===== src/rtl/axistream_fifo_pkg.sv =====
// Shared types and width helpers for the AXI4-Stream FIFO.
// A stored beat is packed as {last, data}.
package axistream_fifo_pkg;

    typedef enum logic {StIdle, StEscape} esc_state_e;

    function automatic int unsigned addr_width(input int unsigned depth);
        return (depth > 1) ? unsigned'($clog2(depth)) : 1;
    endfunction

    function automatic int unsigned beat_width(input int unsigned data_width);
        return data_width + 1;
    endfunction

endpackage


===== src/rtl/axistream_fifo_mem.sv =====
// Register-array storage for stream beats: one synchronous write port and
// one combinational read port that feeds the FIFO output register.
module axistream_fifo_mem
    import axistream_fifo_pkg::*;
#(
    parameter int unsigned DATA_WIDTH = 32,
    parameter int unsigned DEPTH      = 16,
    parameter int unsigned ADDR_W     = 4,
    localparam int unsigned BeatW     = beat_width(DATA_WIDTH)
) (
    input  logic              clk,
    input  logic              we,
    input  logic [ADDR_W-1:0] waddr,
    input  logic [BeatW-1:0]  wdata,
    input  logic [ADDR_W-1:0] raddr,
    output logic [BeatW-1:0]  rdata
);

    logic [BeatW-1:0] mem_q [DEPTH];

    always_ff @(posedge clk) begin
        if (we) begin
            mem_q[waddr] <= wdata;
        end
    end

    assign rdata = mem_q[raddr];

endmodule


===== src/rtl/axistream_fifo.sv =====
// AXI4-Stream FIFO with registered outputs, optional store-and-forward on
// tlast, and an escape path for packets larger than the storage.
module axistream_fifo
    import axistream_fifo_pkg::*;
#(
    parameter int unsigned DATA_WIDTH  = 32,
    parameter int unsigned DEPTH       = 16,
    parameter bit          PACKET_MODE = 1'b0,
    localparam int unsigned ADDR_W     = addr_width(DEPTH)
) (
    input  logic                  axi_clk,
    input  logic                  axi_resetn,
    input  logic                  s_axis_tvalid,
    output logic                  s_axis_tready,
    input  logic                  s_axis_tlast,
    input  logic [DATA_WIDTH-1:0] s_axis_tdata,
    output logic                  m_axis_tvalid,
    input  logic                  m_axis_tready,
    output logic                  m_axis_tlast,
    output logic [DATA_WIDTH-1:0] m_axis_tdata,
    output logic [ADDR_W:0]       fill_level,
    output logic                  pkt_overflow
);

    localparam int unsigned    BeatW     = beat_width(DATA_WIDTH);
    localparam logic [ADDR_W:0] FullLevel = (ADDR_W+1)'(DEPTH);
    localparam logic [ADDR_W:0] PtrOne    = (ADDR_W+1)'(1);

    logic [ADDR_W:0]  wr_ptr_q, wr_ptr_d, rd_ptr_q, rd_ptr_d;
    logic [ADDR_W:0]  fill_q, fill_d, pkt_q, pkt_d;
    logic [BeatW-1:0] out_beat_q, out_beat_d, mem_rdata, in_beat;
    logic             out_valid_q, out_valid_d, tvalid_q, tvalid_d;
    logic             tready_q, tready_d, ovf_q, ovf_d;
    esc_state_e       state_q, state_d;
    logic             push, pop, push_last, pop_last, mem_empty, mem_we, out_free;

    assign in_beat   = {s_axis_tlast, s_axis_tdata};
    assign push      = s_axis_tvalid & tready_q;
    assign pop       = tvalid_q & m_axis_tready;
    assign push_last = push & s_axis_tlast;
    assign pop_last  = pop & out_beat_q[BeatW-1];
    assign mem_empty = (wr_ptr_q == rd_ptr_q);
    assign out_free  = ~out_valid_q | pop;

    axistream_fifo_mem #(
        .DATA_WIDTH (DATA_WIDTH),
        .DEPTH      (DEPTH),
        .ADDR_W     (ADDR_W)
    ) u_mem (
        .clk   (axi_clk),
        .we    (mem_we),
        .waddr (wr_ptr_q[ADDR_W-1:0]),
        .wdata (in_beat),
        .raddr (rd_ptr_q[ADDR_W-1:0]),
        .rdata (mem_rdata)
    );

    always_comb begin
        wr_ptr_d    = wr_ptr_q;
        rd_ptr_d    = rd_ptr_q;
        fill_d      = fill_q;
        pkt_d       = pkt_q;
        out_beat_d  = out_beat_q;
        out_valid_d = out_valid_q;
        ovf_d       = ovf_q;
        state_d     = state_q;
        mem_we      = 1'b0;

        // Output register refills from storage first; an empty FIFO bypasses storage.
        if (out_free) begin
            if (!mem_empty) begin
                out_beat_d  = mem_rdata;
                out_valid_d = 1'b1;
                rd_ptr_d    = rd_ptr_q + PtrOne;
                mem_we      = push;
            end else if (push) begin
                out_beat_d  = in_beat;
                out_valid_d = 1'b1;
            end else begin
                out_valid_d = 1'b0;
            end
        end else begin
            mem_we = push;
        end
        if (mem_we) begin
            wr_ptr_d = wr_ptr_q + PtrOne;
        end

        if (push && !pop) begin
            fill_d = fill_q + PtrOne;
        end else if (!push && pop) begin
            fill_d = fill_q - PtrOne;
        end

        if (push_last && !pop_last) begin
            pkt_d = pkt_q + PtrOne;
        end else if (!push_last && pop_last) begin
            pkt_d = pkt_q - PtrOne;
        end

        // Full of an unterminated packet: stream it out or the FIFO deadlocks.
        unique case (state_q)
            StIdle: begin
                if (PACKET_MODE && fill_q == FullLevel && pkt_q == '0) begin
                    state_d = StEscape;
                    ovf_d   = 1'b1;
                end
            end
            StEscape: begin
                if (pop_last) begin
                    state_d = StIdle;
                end
            end
            default: state_d = StIdle;
        endcase

        tvalid_d = out_valid_d & (~PACKET_MODE | (pkt_d != '0) | (state_d == StEscape));
        tready_d = (fill_d < FullLevel);
    end

    always_ff @(posedge axi_clk or negedge axi_resetn) begin
        if (!axi_resetn) begin
            wr_ptr_q    <= '0;
            rd_ptr_q    <= '0;
            fill_q      <= '0;
            pkt_q       <= '0;
            out_beat_q  <= '0;
            out_valid_q <= 1'b0;
            tvalid_q    <= 1'b0;
            tready_q    <= 1'b0;
            ovf_q       <= 1'b0;
            state_q     <= StIdle;
        end else begin
            wr_ptr_q    <= wr_ptr_d;
            rd_ptr_q    <= rd_ptr_d;
            fill_q      <= fill_d;
            pkt_q       <= pkt_d;
            out_beat_q  <= out_beat_d;
            out_valid_q <= out_valid_d;
            tvalid_q    <= tvalid_d;
            tready_q    <= tready_d;
            ovf_q       <= ovf_d;
            state_q     <= state_d;
        end
    end

    assign s_axis_tready = tready_q;
    assign m_axis_tvalid = tvalid_q;
    assign m_axis_tlast  = out_beat_q[BeatW-1];
    assign m_axis_tdata  = out_beat_q[DATA_WIDTH-1:0];
    assign fill_level    = fill_q;
    assign pkt_overflow  = ovf_q;

endmodule

===== config.mk =====
export PLATFORM = sky130hd
export DESIGN_NAME = axistream_fifo
export DESIGN_NICKNAME = d
export VERILOG_FILES = /design/src/rtl/axistream_fifo_pkg.sv /design/src/rtl/axistream_fifo_mem.sv /design/src/rtl/axistream_fifo.sv
export SDC_FILE = /design/constraint.sdc
export NUM_CORES = 1
export LEC_CHECK = 0
export CAP_MARGIN = 20
export CORE_AREA = 2 2 224 226
export CTS_CLUSTER_DIAMETER = 100
export DETAILED_ROUTE_END_ITERATION = 10
export DIE_AREA = 0 0 226 228
export PLACE_DENSITY = 0.69
export SLEW_MARGIN = 10
export SYNTH_ARGS = -nofsm -noshare
export SYNTH_HDL_FRONTEND = slang
export SYNTH_SLANG_ARGS = --single-unit

===== constraint.sdc =====
create_clock -name axi_clk -period 6.5 [get_ports axi_clk]
set_input_delay 1.3 -clock axi_clk [delete_from_list [all_inputs] [get_ports axi_clk]]
set_output_delay 1.3 -clock axi_clk [all_outputs]
set_load 0.1 [all_outputs]

# Yosys cells after proc, flatten, opt, wreduce, memory -nomap -nowiden
# Memories as Yosys holds them, arrays and structs flattened.
# Cells that the tools add are included.
# word_totals
reg_bits,50
output_inout_bits,41
ram_bits,528
n_memories,1
inputBits,37
# classes
reduce_logical,6
n_mux,10
bitwise_logic,5
n_addsub,4
order_cmp,1
eq_ne,2
# memory_table
memory,depth,width,read_ports,rd_clocked_by_memory_dff,write_ports,line,source
u_mem.mem_q,16,33,1,0,1,axistream_fifo_mem.sv:19,logic [BeatW-1:0] mem_q [DEPTH];
# op_table
op,count
$mux W33,2
$add A5 B1 Y5 const B,3
$mux W5,2
$mux W1,6
$eq A5 B5 Y1,1
$lt A5 B5 Y1 const B,1
$sub A5 B1 Y5 const B,1
$reduce_and A2 Y1,2
$and A1 B1 Y1,2
$logic_and A1 B1 Y1,2
$logic_not A1 Y1,2
$ne A2 B2 Y1 const B,1
$not A1 Y1,2
$or A1 B1 Y1,1

# Longest topological paths before layout
# Gate-level depths: netlist of the first run.
# depth
word_depth,6
mapped_depth,11
ltp_nobuf,8

# Cells and area by module
# From an unflattened synthesis of the first run, not the netlist that was laid out.
# hier_totals
hier_cells,1069
hier_area_um2,22366.5
# modules_own_cells
module,area_each_um2,seq_area_each_um2,cells_per_inst,instances
axistream_fifo_mem,19970.4,15855.2,831,1
axistream_fifo,2396.0,1251.2,238,1

# Worst setup path after synthesis of the first run
# OpenSTA, ideal clock, no wires.
# synth_timing
kind,input to register
start,input port s_axis_tvalid
end,memory u_mem.mem_q[0][0] in the netlist's numbering (enable)
stages,6
arrival_time_ns,5.639
setup_slack_ns,0.344
setup_ns,0.518
required_ns,5.982
path_cell_list,nand2_1 inv_1 buf_2 buf_2 o21ai_1 nor4b_1
# synth_between
elab_chain_len,5
# synth_rtl
element,line,source
"start, declared",axistream_fifo.sv:13,"input logic s_axis_tvalid,"
$and A1 B1 Y1 *,axistream_fifo.sv:38,assign push = s_axis_tvalid & tready_q;
$mux W1,axistream_fifo.sv:71,if (!mem_empty) begin
$mux W1 *,axistream_fifo.sv:70,if (out_free) begin
$mux W1 *,axistream_fifo_mem.sv:22,if (we) begin
$mux W1 (implied by the code) *,axistream_fifo_mem.sv:23,mem_q[waddr] <= wdata;
"end, declared",axistream_fifo_mem.sv:19,
# Every way passes the cells marked *; elsewhere a longest branch is shown, timed or not.

# Worst setup path in the final report of the first run
# layout_timing
start,input port m_axis_tready
end,memory u_mem.mem_q[7][7] in the netlist's numbering (enable)
# layout_between
elab_chain_len,5
# layout_rtl
element,line,source
"start, declared",axistream_fifo.sv:18,"input logic m_axis_tready,"
$and A1 B1 Y1,axistream_fifo.sv:39,assign pop = tvalid_q & m_axis_tready;
$or A1 B1 Y1,axistream_fifo.sv:43,assign out_free = ~out_valid_q | pop;
$mux W1,axistream_fifo.sv:70,
$mux W1,axistream_fifo_mem.sv:22,
$mux W1 (implied by the code),axistream_fifo_mem.sv:23,
# Every way passes these cells.

==> impl_metrics.env, run 1 <==
export IMPL_period_share=0.593
export IMPL_core_area_sq_um=49300
export IMPL_cap_violations=0
export IMPL_grt_pass1_wl_um=72900
export IMPL_rows=82
export IMPL_synthDistinctLibCells=48
export IMPL_grt_overflow=0
export IMPL_yosys_area_top_type="edfxtp_1"
export IMPL_synth_warnings=0
export IMPL_syn_to_final_growth_pct=13.8
export IMPL_synth_area_leaders="edfxtp_1 70%, mux2i_1 8.7%, dfrtp_1 5.5%"
export IMPL_clock_sinks=578
export IMPL_antenna_found_initial=0
export IMPL_skew_ns=0.0210
export IMPL_arrival_ns=4.07
export IMPL_vias_per_cell=5.71
export IMPL_htree_levels=2
export IMPL_yosysSeqAreaShare=0.750
export IMPL_instances_no_fill=2052
export IMPL_antenna_cells=0
export IMPL_avgSynthCellArea_sq_um=18.2
export IMPL_layout_drive_gt1_share=0.118
export IMPL_wl_per_cell_um=23.3
export IMPL_slew_viol_final=0
export IMPL_gp_congestion=0.716
export IMPL_p_per_area_nw_per_um2=463
export IMPL_grt_pass1_vias=12200
export IMPL_syn_instance_count=1255
export IMPL_yosys_most_used_dff="edfxtp_1"
export IMPL_path_clk_slew_ns=0.06
export IMPL_syn_area_sq_um=22800
export IMPL_vias=11700
export IMPL_route_detailed_drc=0
export IMPL_finalHoldViolCount=0
export IMPL_worst_pin_slew_ns=1.06
export IMPL_cts_hold_buf=0
export IMPL_die_w_um=226
export IMPL_antenna_left=0
export IMPL_die_area_sq_um=51500
export IMPL_start_util=0.462
export IMPL_dpl_hpwl_um=26000
export IMPL_min_delay_path_class="reg -> reg"
export IMPL_grt_total_usage=0.188
export IMPL_synth_edff_count=528
export IMPL_timing_fmax_ghz=0.259
export IMPL_wl_um=47800
export IMPL_cts_made_buffers=57
export IMPL_clkLatencyLatePin_ns=0.61
export IMPL_final_min_clock_period_ns=3.86
export IMPL_status="finished clean"
export IMPL_synth_nets=1301
export IMPL_ys_ff_latch=578
export IMPL_fin_tns_setup_ns=0
export IMPL_cts_root_buffer="clkbuf_16"
export IMPL_synth_top_area_frac=0.695
export IMPL_setup_worst_path_class="in -> reg"
export IMPL_maxSlewHeadroom=0.293
export IMPL_rsz0062_at_grt="false"
export IMPL_drt_iter0_drc=1040
export IMPL_dieHeight_um=228
export IMPL_worstSetupStartpointType="input pin"
export IMPL_ios=78
export IMPL_port_buffers=76
export IMPL_placed_cells=1943
export IMPL_max_vdd_ir_drop_uv=229
export IMPL_clockBufferDepth=3
export IMPL_nNetsFinal=1377
export IMPL_postCtsSetupRepairBufs=0
export IMPL_critPathMaxFanout=33
export IMPL_cts_repair_resized=0
export IMPL_drtPass1Iterations=5
export IMPL_grt_max_degree=69
export IMPL_required_ns=6.71
export IMPL_leakage_nw=8.88
export IMPL_report_final_setup_viol=0
export IMPL_worstSetupEndpointType="flop"
export IMPL_async_flop_share=0.0865
export IMPL_cts_tree="yes"
Yosys cell counts (all sizes together) (4+ instances only):
| cell | instances |
|---|---|
| and3 | 9 |
| xor2 | 8 |
| nand2 | 10 |
| mux2i | 198 |
| a21oi | 5 |
| a21o | 27 |
| nor4b | 4 |
| o2bb2ai | 7 |
| a32o | 26 |
| inv | 10 |
| clkbuf | 16 |
| o21ai | 46 |
| nor2b | 4 |
| buf | 62 |
| edfxtp | 528 |
| nand4 | 5 |
| a221oi | 33 |
| ha | 9 |
| and2 | 12 |
| dfrtp | 50 |
| o22ai | 66 |
| xnor2 | 6 |
| nand3 | 27 |
| mux4 | 33 |
| nor2 | 36 |
critical path, stage by stage:
cell and delay (ns):
clkdlybuf4s50_1 0.44, nand2b_2 0.67, a31oi_4 0.49, and3b_1 0.26
and2_2 0.87
worst paths after layout:
check                                     to  cells past startpoint  slack [ns]            from
setup / recovery           u_mem.mem_q[7][7]                      5        2.64   m_axis_tready
hold / removal                out_beat_q[10]                      1        0.50  out_beat_q[10]
setup reg to reg           u_mem.mem_q[3][7]                      6        2.98     rd_ptr_q[0]
hold reg to reg               out_beat_q[10]                      1        0.50  out_beat_q[10]
max in group asynchronous        rd_ptr_q[0]                      2        5.02      axi_resetn
min in group asynchronous        rd_ptr_q[3]                      2        0.87      axi_resetn
registers in the layout (all words and copies together), names as in the netlist:
signal / count
fill_level: 5
out_beat_q: 33
wr_ptr_q: 5
u_mem.mem_q: 528
rd_ptr_q: 5
m_axis_tvalid: 1
s_axis_tready: 1
final cells by class:
type / instances / area, sq um
Sequential cell: 578 / 17100
Clock inverter: 25 / 223
Tap cell: 672 / 841
Clock buffer: 83 / 1620
Inverter: 10 / 37.5
Timing Repair Buffer: 95 / 906
Fill cell: 3867 / 23400
Multi-Input combinational cell: 589 / 5200
stage by stage:
step                 util  power (mW)  setup WS [ns]  instance area, sq um  hold slack [ns]
global route        0.526        12.5           2.51                 25900            0.515
detailed placement  0.488        8.89           2.01                 24100            0.481
floorplan               -        7.89          0.344                 22800            0.461
global placement    0.488        8.79           2.13                 24100            0.477
finish              0.526        12.0           2.64                 25900            0.500
CTS                 0.525        12.1           2.67                 25900            0.502
layout by cell type, fill, tap and decap left out, types with 2 or more instances in the layout:
master,Yosys,routed
nand3_1,27,26
clkbuf_1,16,18
dfrtp_2,0,2
ha_1,9,9
nand4_1,5,5
nor2_1,34,34
nor2_2,2,2
a221oi_1,33,33
inv_1,10,10
edfxtp_1,528,528
xnor2_1,6,6
nor2b_1,4,3
dfrtp_1,50,47
o22ai_1,66,66
buf_4,8,18
clkinv_2,0,8
and2_2,0,11
and3b_1,2,2
xor2_1,8,8
clkinvlp_4,0,3
mux4_2,33,33
clkinv_1,0,9
o21ai_0,44,44
bufinv_16,0,3
nand2_1,9,9
o31ai_1,2,2
a21o_1,27,27
mux2i_1,198,198
clkbuf_8,0,7
nand3b_1,2,2
and3_1,9,9
clkdlybuf4s50_1,0,75
nor4b_2,0,4
clkbuf_16,0,58
o2bb2ai_1,7,7
a32o_1,26,26
a21oi_1,5,5
cells by family (layout without fill, tap and decap cells):
family	after synthesis	count (layout)	synth area share
simple gates	116	116	0.0273
compound gates	218	218	0.0687
buf+inv	88	213	0.0237
other cells	1	1	0.000164
fa+ha+maj	9	9	0.00494
flops	578	578	0.750
mux	231	231	0.120
xor+xnor	14	14	0.00538
per-layer routing:
metal	wire length, um	track usage
met1	20500	0.254
met2	23700	0.314
met4	1330	0.0602
met5	0	0
met3	2250	0.0276
report_power, final:
group	total, mW	switching (mW)	internal [mW]	leakage (nW)
registers	4.75	0.278	4.47	5.36
logic	4.05	2.65	1.40	2.63
clock network	3.21	1.36	1.84	0.891
No activity file was read; power rests on OpenSTA's default activity.
==> run 2, diff against run 1 <==
==> constraint.sdc (replaced) <==
create_clock -name axi_clk -period 3.87 [get_ports axi_clk]
set_input_delay 0.774 -clock axi_clk [delete_from_list [all_inputs] [get_ports axi_clk]]
set_output_delay 0.774 -clock axi_clk [all_outputs]
set_load 0.1 [all_outputs]
==> impl_metrics.env, run 2 (same netlist as run 1, synthesis figures left out) <==
export IMPL_drtPass1Iterations=5
export IMPL_p_per_area_nw_per_um2=782
export IMPL_final_min_clock_period_ns=3.01
export IMPL_p_seq_frac=0.384
export IMPL_critPathMaxFanout=7
export IMPL_grt_total_usage=0.197
export IMPL_place_ws_ns=0.685
export IMPL_reg_largest_list="u_mem.mem_q x528, out_beat_q x33"
export IMPL_timing_hold_ws_ns=0.367
export IMPL_antenna_found_initial=0
export IMPL_p_comb_frac=0.347
export IMPL_period_share=0.778
export IMPL_worstSetupStartpointType="flop"
export IMPL_final_cell_mix="528 x edfxtp_1, 198 x mux2i_1, 75 x clkdlybuf4s50_1, 66 x o22ai_1, 57 x clkbuf_16"
export IMPL_worstSetupEndpointType="output port"
export IMPL_cts_repair_resized=0
export IMPL_crit_slowest_cell="clkdlybuf4s50_1"
export IMPL_report_final_setup_viol=0
export IMPL_vias=12000
export IMPL_cts_made_buffers=56
export IMPL_required_ns=3.10
export IMPL_wl_per_cell_um=24.4
export IMPL_skew_ns=0.0143
export IMPL_swShare=0.355
export IMPL_slew_viol_final=0
export IMPL_largest_register="u_mem.mem_q"
export IMPL_finalHoldViolCount=0
export IMPL_internal_power_mw=13.3
export IMPL_leakage_nw=9.07
export IMPL_postCtsSetupRepairBufs=0
export IMPL_fin_tns_setup_ns=0
export IMPL_fillCellCount=3888
export IMPL_vias_per_cell=5.78
export IMPL_clkLatencyLatePin_ns=0.59
export IMPL_core_area_sq_um=49300
export IMPL_clock_sinks=578
export IMPL_path_clk_slew_ns=0.06
export IMPL_grt_max_degree=71
export IMPL_timing_fmax_ghz=0.332
export IMPL_worstPathCellList="clkdlybuf4s50_1"
export IMPL_die_area_sq_um=51500
export IMPL_gp_congestion=0.777
export IMPL_setup_worst_path_class="reg -> out"
export IMPL_cts_root_buffer="clkbuf_16"
export IMPL_total_power_mw=20.6
export IMPL_fin_ws_ns=0.857
export IMPL_antenna_left=0
export IMPL_rsz0062_at_grt="false"
export IMPL_worst_pin_slew_ns=1.06
export IMPL_regArea_sq_um=17100
export IMPL_switching_power_mw=7.30
export IMPL_maxSlewHeadroom=0.293
export IMPL_clockBufferDepth=3
export IMPL_nNetsFinal=1404
export IMPL_port_buffers=76
export IMPL_critPathTopFamily="buffers and inverters"
export IMPL_antenna_cells=0
export IMPL_layout_drive_gt1_share=0.134
export IMPL_layout_cells_most_common="edfxtp_1"
export IMPL_cts_tree="yes"
export IMPL_die_w_um=226
export IMPL_status="finished clean"
export IMPL_dieHeight_um=228
export IMPL_max_vdd_ir_drop_uv=519
export IMPL_critPathMaxStageDelay_ns=1.18
export IMPL_cap_violations=0
export IMPL_r2r_setup_slack_ns=1.08
export IMPL_wl_um=50700
export IMPL_route_detailed_drc=0
export IMPL_rows=82
export IMPL_ios=78
export IMPL_drt_iter0_drc=1041
export IMPL_min_delay_path_class="in -> async"
export IMPL_syn_to_final_growth_pct=15.3
export IMPL_start_util=0.462
export IMPL_grt_pass1_wl_um=75600
export IMPL_htree_levels=2
export IMPL_p_clk_frac=0.269
export IMPL_arrival_ns=2.24
export IMPL_multiInputGateArea_sq_um=5240
export IMPL_largest_register_ffs=528
export IMPL_grt_pass1_vias=12100
export IMPL_dpl_hpwl_um=29400
export IMPL_path_buf_inv=1
export IMPL_grt_overflow=0
export IMPL_cts_hold_buf=0
==> run 2: area by class of cell <==
| cell class | instances | area share |
|---|---|---|
| inverters | 10 | 0.00143 |
| clock inverters | 25 | 0.0126 |
| clock buffers | 79 | 0.0586 |
| well taps | 672 | 0.0320 |
| multi-input cells | 589 | 0.199 |
| repair buffers | 123 | 0.0450 |
| flip-flops and latches | 578 | 0.651 |
==> run 2: per-stage QoR <==
step | cells | utilization | cell area (sq um)
after detailed placement | 1972 | 0.495 | 24400
after global placement | 1972 | 0.495 | 24400
final | 2076 | 0.533 | 26300
after CTS | 2076 | 0.533 | 26300
after global routing | 2076 | 0.533 | 26300
after floorplan | 1255 | - | 22800
==> run 2: path summary, 6_finish.rpt <==
check | start | endpoint | cells past startpoint
worst max-delay path | fill_level[2] | fill_level[2] | 1
worst min-delay path | axi_resetn | out_beat_q[14] | 2
worst max register to register | rd_ptr_q[3] | u_mem.mem_q[0][19] | 6
worst min register to register | out_beat_q[23] | out_beat_q[23] | 1
max in group asynchronous | axi_resetn | rd_ptr_q[0] | 2
min in group axi_clk | out_beat_q[23] | out_beat_q[23] | 1
==> run 2: power by group through the flow <==
stage	Combinational (mW)	Clock, mW	Sequential [mW]
final	7.12	5.54	7.89
after global routing	7.55	5.87	7.94
after CTS	7.17	5.62	7.89
after detailed placement	7.16	0	8.02
after global placement	7.04	0	8.00
after floorplan	3.96	0	9.30
==> run 2: layer usage <==
layer	vias to the layer above	GRT usage	wire length [um]
met4	0	0.0528	892
li1	5291	-	-
met2	351	0.328	25300
met1	6285	0.273	21800
met5	-	0	0
met3	69	0.0267	2650
==> run 3, diff against run 2 <==
--- a/config.mk
+++ b/config.mk
@@ -10,7 +10,7 @@
 export CTS_CLUSTER_DIAMETER = 100
 export DETAILED_ROUTE_END_ITERATION = 10
 export DIE_AREA = 0 0 226 228
-export PLACE_DENSITY = 0.69
+export PLACE_DENSITY = 0.72
 export SLEW_MARGIN = 10
 export SYNTH_ARGS = -nofsm -noshare
 export SYNTH_HDL_FRONTEND = slang
==> constraint.sdc (replaced) <==
create_clock -name axi_clk -period 2.6 [get_ports axi_clk]
set_input_delay 0.52 -clock axi_clk [delete_from_list [all_inputs] [get_ports axi_clk]]
set_output_delay 0.52 -clock axi_clk [all_outputs]
set_load 0.1 [all_outputs]
==> impl_metrics.env, run 3 (same netlist as run 1, synthesis figures left out) <==
export IMPL_vias=12300
export IMPL_antenna_left=0
export IMPL_fillCellCount=3769
export IMPL_dieHeight_um=228
export IMPL_crit_top_cell="buf_12"
export IMPL_cts_made_buffers=55
export IMPL_r2r_cells=8
export IMPL_skew_ns=0.0229
export IMPL_worstSetupStartpointType="flop"
export IMPL_critPathMaxStageDelay_ns=0.53
export IMPL_p_per_area_nw_per_um2=1130
export IMPL_largest_register_ffs=528
export IMPL_setup_worst_path_class="reg -> reg"
export IMPL_clockBufferDepth=3
export IMPL_ios=78
export IMPL_drt_iter0_drc=1151
export IMPL_nNetsFinal=1452
export IMPL_start_util=0.462
export IMPL_status="finished clean"
export IMPL_clock_sinks=578
export IMPL_rsz0062_at_grt="false"
export IMPL_finalHoldViolCount=0
export IMPL_grt_pass1_vias=12600
export IMPL_final_min_clock_period_ns=2.32
export IMPL_die_w_um=226
export IMPL_drtPass1Iterations=5
export IMPL_path_clk_slew_ns=0.06
export IMPL_rows=82
export IMPL_core_area_sq_um=49300
export IMPL_maxSlewHeadroom=0.358
export IMPL_regArea_sq_um=17100
export IMPL_grt_pass1_wl_um=77500
export IMPL_placed_cells=2020
export IMPL_critical_path_depth=8
export IMPL_placed_cell_area_sq_um=25000
export IMPL_reg2reg_to="out_beat_q[28]"
export IMPL_final_cell_area_sq_um=26800
export IMPL_grt_max_degree=65
export IMPL_cts_root_buffer="clkbuf_16"
export IMPL_grt_overflow=0
export IMPL_gp_congestion=0.777
export IMPL_r2r_start="rd_ptr_q[0]"
export IMPL_critPathMaxFanout=41
export IMPL_cap_violations=0
export IMPL_grt_total_usage=0.202
export IMPL_postCtsSetupRepairBufs=0
export IMPL_htree_levels=2
export IMPL_wl_um=51700
export IMPL_layout_cells_most_common="edfxtp_1"
export IMPL_leakage_nw=9.36
export IMPL_period_share=0.892
export IMPL_crit_slowest_cell="dfrtp_4"
export IMPL_reg_largest_list="u_mem.mem_q x528, out_beat_q x33"
export IMPL_clkLatencyLatePin_ns=0.61
export IMPL_vias_per_cell=5.78
export IMPL_report_final_setup_viol=0
export IMPL_critPathTopFamily="buffers and inverters"
export IMPL_antenna_found_initial=0
export IMPL_dpl_hpwl_um=30500
export IMPL_layout_drive_gt1_share=0.193
export IMPL_path_buf_inv=3
export IMPL_instances_no_fill=2124
export IMPL_worst_pin_slew_ns=0.961
export IMPL_slew_viol_final=0
export IMPL_r2r_setup_slack_ns=0.28
export IMPL_min_delay_path_class="in -> async"
export IMPL_worstPathCellList="buf_12, buf_12, buf_4, mux2i_1, o22ai_1, nor2_1, nand3_1, a32o_1"
export IMPL_die_area_sq_um=51500
export IMPL_cts_tree="yes"
export IMPL_fin_ws_ns=0.280
export IMPL_timing_fmax_ghz=0.431
export IMPL_multiInputGateArea_sq_um=5270
export IMPL_largest_register="u_mem.mem_q"
export IMPL_place_ws_ns=0.156
export IMPL_syn_to_final_growth_pct=17.4
export IMPL_required_ns=3.10
export IMPL_antenna_cells=0
export IMPL_arrival_ns=2.82
export IMPL_wl_per_cell_um=24.3
export IMPL_final_cell_mix="528 x edfxtp_1, 198 x mux2i_1, 103 x buf_4, 66 x o22ai_1, 56 x clkbuf_16"
export IMPL_worstSetupEndpointType="flop"
export IMPL_route_detailed_drc=0
export IMPL_port_buffers=76
export IMPL_max_vdd_ir_drop_uv=839
export IMPL_total_power_mw=30.3
run 3: cell types whose count changed in the layout (fill, tap and decap cells not counted), sizes merged:
cell,before,now
inv,11,12
clkdlybuf4s50,75,35
clkinvlp,2,4
clkinv,14,16
bufinv,8,2
dlygate4sd3,0,1
buf,48,136
run 3: how the worst max path moves through the flow:
stage,startpoint,endpoint,slack (ns)
final,rd_ptr_q[0],out_beat_q[28],0.28
after global placement,rd_ptr_q[1],out_beat_q[16],0.09
after floorplan,s_axis_tready,u_mem.mem_q[0][0],-0.14
after detailed placement,m_axis_tready,out_beat_q[20],0.16
after global routing,rd_ptr_q[0],out_beat_q[28],0.20
after CTS,rd_ptr_q[0],out_beat_q[28],0.26
run 3: layer usage:
metal / wire (um) / track usage
met5: 0 / 0
met4: 1880 / 0.0867
met3: 3660 / 0.0325
met2: 25600 / 0.334
met1: 20600 / 0.267
run 3: worst register-to-register path, cell delays in order, from the launching register on:
cell and delay (ns):
dfrtp_4 0.53, buf_12 0.22, buf_12 0.31, buf_4 0.27, mux2i_1 0.20, o22ai_1 0.11, nor2_1 0.18, nand3_1 0.12
a32o_1 0.28
run 3: repair_timing:
item / 4_1_cts / 5_1_grt
setup endpoints to repair: 0 / 0
gates resized for setup: 0 / 0
hold buffers: 1 / 0
hold endpoints to repair: 19 / 0
run 3: area by class of cell:
type | count | share of cell area
sequential | 578 | 0.640
multi-input combinational | 589 | 0.197
timing repair buffer | 172 | 0.0665
clock buffer | 79 | 0.0567
tap | 672 | 0.0314
clock inverter | 24 | 0.00725
inverter | 10 | 0.00150
run 3: power breakdown:
part           switching [mW]  internal (mW)
combinational            7.10           3.87
clock                    3.32           4.27
sequential              0.590           11.2
run 3: per-stage QoR:
stage,TNS (ns),utilization,hold WS (ns)
2_1_floorplan,-18.29,-,0.224
3_3_place_gp,0,0.507,0.479
3_5_place_dp,0,0.507,0.484
4_1_cts,0,0.542,0.458
5_1_grt,0,0.542,0.497
6_report,0,0.542,0.463
